<file path="config.mk">
export PLATFORM = sky130hd
export DESIGN_NAME = regfile_ctrl
export DESIGN_NICKNAME = d
export VERILOG_FILES = /design/src/rtl/regfile_ctrl_pkg.sv /design/src/rtl/regfile_ctrl.sv
export SDC_FILE = /design/constraint.sdc
export NUM_CORES = 1
export LEC_CHECK = 0
export ABC_AREA = 1
export ABC_CLOCK_PERIOD_IN_PS = 1600
export CAP_MARGIN = 5
export CORE_ASPECT_RATIO = 0.7
export CORE_MARGIN = 2
export CORE_UTILIZATION = 37
export CTS_CLUSTER_SIZE = 10
export DETAILED_ROUTE_END_ITERATION = 10
export DONT_BUFFER_PORTS = 1
export PLACE_DENSITY = 0.5
export SLEW_MARGIN = 20
export SYNTH_ARGS = -nofsm -noshare
export SYNTH_HDL_FRONTEND = slang
export SYNTH_SLANG_ARGS = --single-unit
</file>
<file path="constraint.sdc">
create_clock -name clk -period 1.6 [get_ports clk]
set_input_delay 0.32 -clock clk [delete_from_list [all_inputs] [get_ports clk]]
set_output_delay 0.32 -clock clk [all_outputs]
set_load 0.03 [all_outputs]
</file>
<file path="src/rtl/regfile_ctrl_pkg.sv">
// regfile_ctrl_pkg
//   Shared definitions for the register-file sequencer: command opcode
//   encoding, FSM state encoding and default data/address widths.
//   Optional feature macro: REGFILE_CTRL_SWAP_EN (enables the SWAP command).
package regfile_ctrl_pkg;

  localparam int DW_DEF = 16;  // register width
  localparam int AW_DEF = 3;   // register index width (8 registers)

  typedef enum logic [1:0] {
    OP_WRITE_IMM = 2'b00,
    OP_MOV       = 2'b01,
    OP_READ      = 2'b10,
    OP_SWAP      = 2'b11
  } op_e;

  // RD_B / WR_B are only ever reached when REGFILE_CTRL_SWAP_EN is defined.
  typedef enum logic [2:0] {
    S_IDLE = 3'd0,
    S_RD_A = 3'd1,
    S_RD_B = 3'd2,
    S_WR_A = 3'd3,
    S_WR_B = 3'd4,
    S_RESP = 3'd5
  } state_e;

endpackage

</file>
<file path="src/rtl/regfile_ctrl.sv">
// regfile_ctrl
//   Command-driven sequencer on the initiator side of an 8x16 register file.
//   Accepts one command at a time (WRITE_IMM, MOV, READ, optional SWAP),
//   runs the register-file read/write cycles and returns a result.
//
//   Handshakes (both cmd_* and rsp_*): a transfer happens on a rising edge
//   where valid and ready are both 1. The producer holds valid and payload
//   stable until the transfer; ready never depends combinationally on valid.
//
//   Ports:
//     clk, reset          rising-edge clock, synchronous active-high reset
//     cmd_valid/ready     command handshake; cmd_op/rd/rs/imm payload
//     rsp_valid/ready     response handshake; rsp_data/rsp_err payload
//     rf_writenum/write/data_in   register file write port
//     rf_readnum/data_out         register file (combinational) read port
//     dbg_state           current FSM state (state_e encoding)
//
//   Optional feature macro: REGFILE_CTRL_SWAP_EN
//     defined   : op 11 swaps rd and rs (RD_A, RD_B, WR_A, WR_B, RESP)
//     undefined : op 11 is rejected with rsp_err=1, rsp_data=0, no write
module regfile_ctrl
  import regfile_ctrl_pkg::*;
#(
  parameter int DW = DW_DEF,
  parameter int AW = AW_DEF
) (
  input  logic          clk,
  input  logic          reset,
  input  logic          cmd_valid,
  output logic          cmd_ready,
  input  logic [1:0]    cmd_op,
  input  logic [AW-1:0] cmd_rd,
  input  logic [AW-1:0] cmd_rs,
  input  logic [DW-1:0] cmd_imm,
  output logic          rsp_valid,
  input  logic          rsp_ready,
  output logic [DW-1:0] rsp_data,
  output logic          rsp_err,
  output logic [AW-1:0] rf_writenum,
  output logic          rf_write,
  output logic [DW-1:0] rf_data_in,
  output logic [AW-1:0] rf_readnum,
  input  logic [DW-1:0] rf_data_out,
  output logic [2:0]    dbg_state
);

  state_e        state_q, state_d;
  op_e           op_q, op_d;
  logic [AW-1:0] rd_q, rd_d;
  logic [DW-1:0] imm_q, imm_d;
  logic [DW-1:0] tmpa_q, tmpa_d;
  logic [DW-1:0] rsp_data_q, rsp_data_d;
  logic          rsp_err_q, rsp_err_d;
  logic [AW-1:0] writenum_q, writenum_d;
  logic [AW-1:0] readnum_q, readnum_d;
  logic [DW-1:0] data_in_q, data_in_d;
`ifdef REGFILE_CTRL_SWAP_EN
  logic [AW-1:0] rs_q, rs_d;
  logic [DW-1:0] tmpb_q, tmpb_d;
`endif

  // Address/data registers are loaded on the edge that enters the RD/WR
  // state, so they are valid throughout that state and hold afterwards.
  always_comb begin
    state_d    = state_q;
    op_d       = op_q;
    rd_d       = rd_q;
    imm_d      = imm_q;
    tmpa_d     = tmpa_q;
    rsp_data_d = rsp_data_q;
    rsp_err_d  = rsp_err_q;
    writenum_d = writenum_q;
    readnum_d  = readnum_q;
    data_in_d  = data_in_q;
`ifdef REGFILE_CTRL_SWAP_EN
    rs_d       = rs_q;
    tmpb_d     = tmpb_q;
`endif
    unique case (state_q)
      S_IDLE: begin
        if (cmd_valid) begin
          op_d  = op_e'(cmd_op);
          rd_d  = cmd_rd;
          imm_d = cmd_imm;
`ifdef REGFILE_CTRL_SWAP_EN
          rs_d  = cmd_rs;
`endif
          unique case (op_e'(cmd_op))
            OP_WRITE_IMM: begin
              state_d    = S_WR_A;
              writenum_d = cmd_rd;
              data_in_d  = cmd_imm;
            end
            OP_MOV, OP_READ: begin
              state_d   = S_RD_A;
              readnum_d = cmd_rs;
            end
            default: begin  // OP_SWAP
`ifdef REGFILE_CTRL_SWAP_EN
              state_d   = S_RD_A;
              readnum_d = cmd_rs;
`else
              state_d    = S_RESP;
              rsp_data_d = '0;
              rsp_err_d  = 1'b1;
`endif
            end
          endcase
        end
      end
      S_RD_A: begin
        tmpa_d = rf_data_out;
        unique case (op_q)
          OP_MOV: begin
            state_d    = S_WR_A;
            writenum_d = rd_q;
            data_in_d  = rf_data_out;
          end
`ifdef REGFILE_CTRL_SWAP_EN
          OP_SWAP: begin
            state_d   = S_RD_B;
            readnum_d = rd_q;
          end
`endif
          default: begin  // OP_READ
            state_d    = S_RESP;
            rsp_data_d = rf_data_out;
            rsp_err_d  = 1'b0;
          end
        endcase
      end
`ifdef REGFILE_CTRL_SWAP_EN
      S_RD_B: begin
        tmpb_d     = rf_data_out;
        state_d    = S_WR_A;
        writenum_d = rd_q;
        data_in_d  = tmpa_q;
      end
      S_WR_B: begin
        state_d    = S_RESP;
        rsp_data_d = tmpb_q;
        rsp_err_d  = 1'b0;
      end
`endif
      S_WR_A: begin
        unique case (op_q)
`ifdef REGFILE_CTRL_SWAP_EN
          OP_SWAP: begin
            state_d    = S_WR_B;
            writenum_d = rs_q;
            data_in_d  = tmpb_q;
          end
`endif
          OP_MOV: begin
            state_d    = S_RESP;
            rsp_data_d = tmpa_q;
            rsp_err_d  = 1'b0;
          end
          default: begin  // OP_WRITE_IMM
            state_d    = S_RESP;
            rsp_data_d = imm_q;
            rsp_err_d  = 1'b0;
          end
        endcase
      end
      S_RESP: begin
        if (rsp_ready) state_d = S_IDLE;
      end
      default: state_d = S_IDLE;
    endcase
  end

  always_ff @(posedge clk) begin
    if (reset) begin
      state_q    <= S_IDLE;
      op_q       <= OP_WRITE_IMM;
      rd_q       <= '0;
      imm_q      <= '0;
      tmpa_q     <= '0;
      rsp_data_q <= '0;
      rsp_err_q  <= 1'b0;
      writenum_q <= '0;
      readnum_q  <= '0;
      data_in_q  <= '0;
`ifdef REGFILE_CTRL_SWAP_EN
      rs_q       <= '0;
      tmpb_q     <= '0;
`endif
    end else begin
      state_q    <= state_d;
      op_q       <= op_d;
      rd_q       <= rd_d;
      imm_q      <= imm_d;
      tmpa_q     <= tmpa_d;
      rsp_data_q <= rsp_data_d;
      rsp_err_q  <= rsp_err_d;
      writenum_q <= writenum_d;
      readnum_q  <= readnum_d;
      data_in_q  <= data_in_d;
`ifdef REGFILE_CTRL_SWAP_EN
      rs_q       <= rs_d;
      tmpb_q     <= tmpb_d;
`endif
    end
  end

  // Gating with reset makes a write abandoned mid-operation never land.
  assign cmd_ready   = (state_q == S_IDLE) && !reset;
  assign rf_write    = ((state_q == S_WR_A) || (state_q == S_WR_B)) && !reset;
  assign rsp_valid   = (state_q == S_RESP);
  assign rsp_data    = rsp_data_q;
  assign rsp_err     = rsp_err_q;
  assign rf_writenum = writenum_q;
  assign rf_readnum  = readnum_q;
  assign rf_data_in  = data_in_q;
  assign dbg_state   = state_q;

endmodule

</file>
==> reports/summary.md <==
## Timing
* **maximum frequency from static timing analysis** 651 MHz
* **RSZ-0062 raised after global routing** true
* **measured slew at the worst slew-check pin** 0.456 ns
* **relative slew slack** 69.4%
* **Period Utilization, post-route** 96.1%
* **number of endpoints with negative hold slack in the final report** 0
* **setup violators final** 0
* **fin crit period** 1.54 ns
* **Layout Skew** 0.00636 ns
* **final max-slew violation count** 0

## Clock tree
* **clock tree root driver cell** sky130_fd_sc_hd__clkbuf_16
* **maximum root-to-sink buffer count** 2
* **Skew-Pair Late Insertion Delay** 0.34 ns
* **CTS tree** yes
* **Reg clk slew, reported paths** 0.05 ns
* **Sink Count** 79
* **number of buffers created by CTS** 9
* **number of levels in the clock H-tree** 3
* **hold_buf cts** 0

## Worst setup path
* **data required time of the worst path** 1.28 ns
* **critical path cell sequence** inv_4 > nand3_2 > a21oi_2 > buf_6
* **critical-path maximum fanout** 5
* **category of the worst setup path capture point** primary output
* **cell with the largest stage delay on the worst path** sky130_fd_sc_hd__dfxtp_2
* **buffers and inverters on the worst path** 2
* **Worst path max stage delay** 0.36 ns
* **Setup CP Type** flip-flop to primary output
* **largest delay contributor family on the critical path** flip-flops
* **startpoint type of the worst setup path** flip-flop
* **critical path arrival** 1.22 ns

## Synthesis
* **post-synthesis async set-or-reset flop share** 0%
* **number of enable flip-flop cells after synthesis** 0
* **fraction of the yosys area taken by sequential cells** 43.7%
* **count of unique library cells instantiated by Yosys** 23
* **post-synth design cell area** 3620 µm²
* **Yosys Warn Count** 0
* **synthesized flop and latch total** 79
* **top flip-flop cell by instance count after synthesis** sky130_fd_sc_hd__dfxtp_1
* **average cell area after synthesis** 6.41 µm²
* **Gate Count Post-Synth** 565
* **Syn Nets** 612

## Placed design
* **Final Wtd Congestion** 0.859
* **HPWL reported at the end of detailed placement** 6.56 mm
* **Post-Place Cell Area** 3840 µm²
* **number of I/O port buffers** 0

## Floorplanning
* **DIE HEIGHT** 86.8 µm
* **Top Ports** 89
* **area inside the core boundary** 9610 µm²
* **initial cell density of the core** 37.7%
* **overall die area** 10,600 µm²
* **standard-cell rows** 30
* **die extent in x** 122 µm

## Job
* **number of violations of the max-capacitance limit** 0

## Global routing
* **vias in the first global route** 2,938
* **M3 GR Usage** 8.88%
* **routing layer with the top usage in global route** met1
* **overall overflow remaining after global route** 0
* **M1 GR Usage** 27.4%
* **global-route usage over all layers** 19.1%
* **antenna violations before repair** 0
* **pin count of the biggest net entering global routing** 43
* **M2 GR Usage** 25.5%
* **wire length of the first global-routing pass** 15.4 mm

## Detailed routing
* **DRT antenna net count** 0
* **DRC marker count from the first detailed-route iteration** 214
* **total detailed-routing wirelength** 9.43 mm
* **via count** 3,157
* **average wire per cell in the routed design** 13.5 µm
* **number of iterations in the first detailed-routing pass** 5
* **vias per cell** 4.52
* **remaining routing DRC violations** 0

## Finish
* **Final Net Count** 615
* **Ant. Diodes** 0
* **Area growth, synth to finish** 15.9%
* **proportion of layout cells with a drive suffix above 1** 8.06%
* **final-layout fill cell count** 1,049
* **summed area of non-filler cells in the final layout** 4200 µm²

## Power
* **Power, Total** 0.00593 W
* **leakage power** 2.08 nW
* **worst IR drop on VDD** 0.692 mV
* **power per cell area** 1410 nW/µm²

## Status
* **run status** completed

## Min path
* **classification of the worst-slack hold path** primary input to flip-flop

==> metrics by stage <==
stage                     util (%)  hold slack (ns)  std cells  setup slack [ns]  TNS [ns]
after floorplan                  -            0.425        565           -0.0557    -0.104
after global placement        40.0            0.393        682             0.174         0
after detailed placement      40.0            0.395        682             0.161         0
after CTS                     43.0           0.0371        696           0.00204         0
after global routing          43.7           0.0282        699           -0.0178   -0.0178
final                         43.7           0.0484        699            0.0631         0
==> report_power, final <==
part           total, W  internal (W)  switching, W
Clock           0.00198       0.00123      0.000744
Combinational   0.00123      0.000449      0.000777
Sequential      0.00273       0.00225      0.000485
Total           0.00593       0.00393       0.00201
==> cell type report <==
cell class | count | area [µm²] | share of cell area, %
clock inverter | 1 | 30.0 | 0.716
inverter | 86 | 325 | 7.75
multi-input combinational | 372 | 1610 | 38.3
tap | 128 | 160 | 3.82
sequential | 79 | 1590 | 37.8
clock buffer | 13 | 250 | 5.96
timing repair buffer | 20 | 236 | 5.64
==> cells in the mapped netlist, types with 2 or more instances <==
| library cell | count | area (µm²) |
|---|---|---|
| sky130_fd_sc_hd__a21oi_1 | 44 | 220 |
| sky130_fd_sc_hd__buf_2 | 9 | 45.0 |
| sky130_fd_sc_hd__buf_4 | 3 | 22.5 |
| sky130_fd_sc_hd__buf_6 | 2 | 22.5 |
| sky130_fd_sc_hd__clkbuf_1 | 14 | 52.6 |
| sky130_fd_sc_hd__dfxtp_1 | 79 | 1580 |
| sky130_fd_sc_hd__ha_1 | 3 | 37.5 |
| sky130_fd_sc_hd__inv_1 | 83 | 312 |
| sky130_fd_sc_hd__inv_2 | 2 | 7.51 |
| sky130_fd_sc_hd__nand2_1 | 191 | 717 |
| sky130_fd_sc_hd__nand3_1 | 25 | 125 |
| sky130_fd_sc_hd__nor2_1 | 73 | 274 |
| sky130_fd_sc_hd__nor3_1 | 2 | 10.0 |
| sky130_fd_sc_hd__o21ai_0 | 25 | 125 |
| sky130_fd_sc_hd__o21ai_1 | 2 | 10.0 |
==> sequential cells by signal, summed over array words and instances, names as in the netlist <==
register and flops:
imm_q 16, rf_data_in 16, rsp_data 16, tmpa_q 16, dbg_state 3, rd_q 3
rf_readnum 3, rf_writenum 3, op_q 2, rsp_err 1
==> worst register-to-register path: cells and delay by family, from the launching register on <==
family | cells | cell delay, ns
buffers and inverters | 2 | 0.35
flip-flops | 1 | 0.36
AND/OR/NAND/NOR | 6 | 0.64
==> routing by layer <==
metal / routed length (µm) / part of all wire, %
met2: 3710 / 39
met4: 143 / 1.5
met5: 0 / 0
met3: 914 / 9.7
met1: 4670 / 49
==> cells by family after synthesis <==
family | synth area share (%)
compound gates | 9.99
simple gates | 32.4
fa+ha+maj | 1.04
buf+inv | 12.9
flops | 43.7
==> cell usage in the layout (no fill, tap or decap), drive strengths merged <==
master / instances
buf: 20
o21ai: 27
a21oi: 44
inv: 85
nand4: 1
clkbuf: 13
ha: 3
clkinv: 1
nand3b: 1
nor2: 75
dfxtp: 79
bufinv: 1
a31oi: 1
nand3: 26
nor3: 2
nand2: 192
==> what timing repair did <==
item,CTS,global route
pin swaps,0,2
resized for setup,5,8
endpoints found under the setup margin,2,3
buffers inserted,0,3
gates cloned,0,0
==> path summary, 6_finish.rpt <==
check	start	end	slack, ns	depth (start not counted)
min	reset	dbg_state[2]$_SDFFE_PP0P_	0.05	1
max	dbg_state[2]$_SDFFE_PP0P_	rf_write	0.06	4
min reg2reg	rd_q[1]$_SDFFE_PP0P_	rd_q[1]$_SDFFE_PP0P_	0.45	2
max reg2reg	dbg_state[2]$_SDFFE_PP0P_	rf_data_in[11]$_SDFFE_PP0P_	0.15	8
Power figures use the tool's default switching activity.
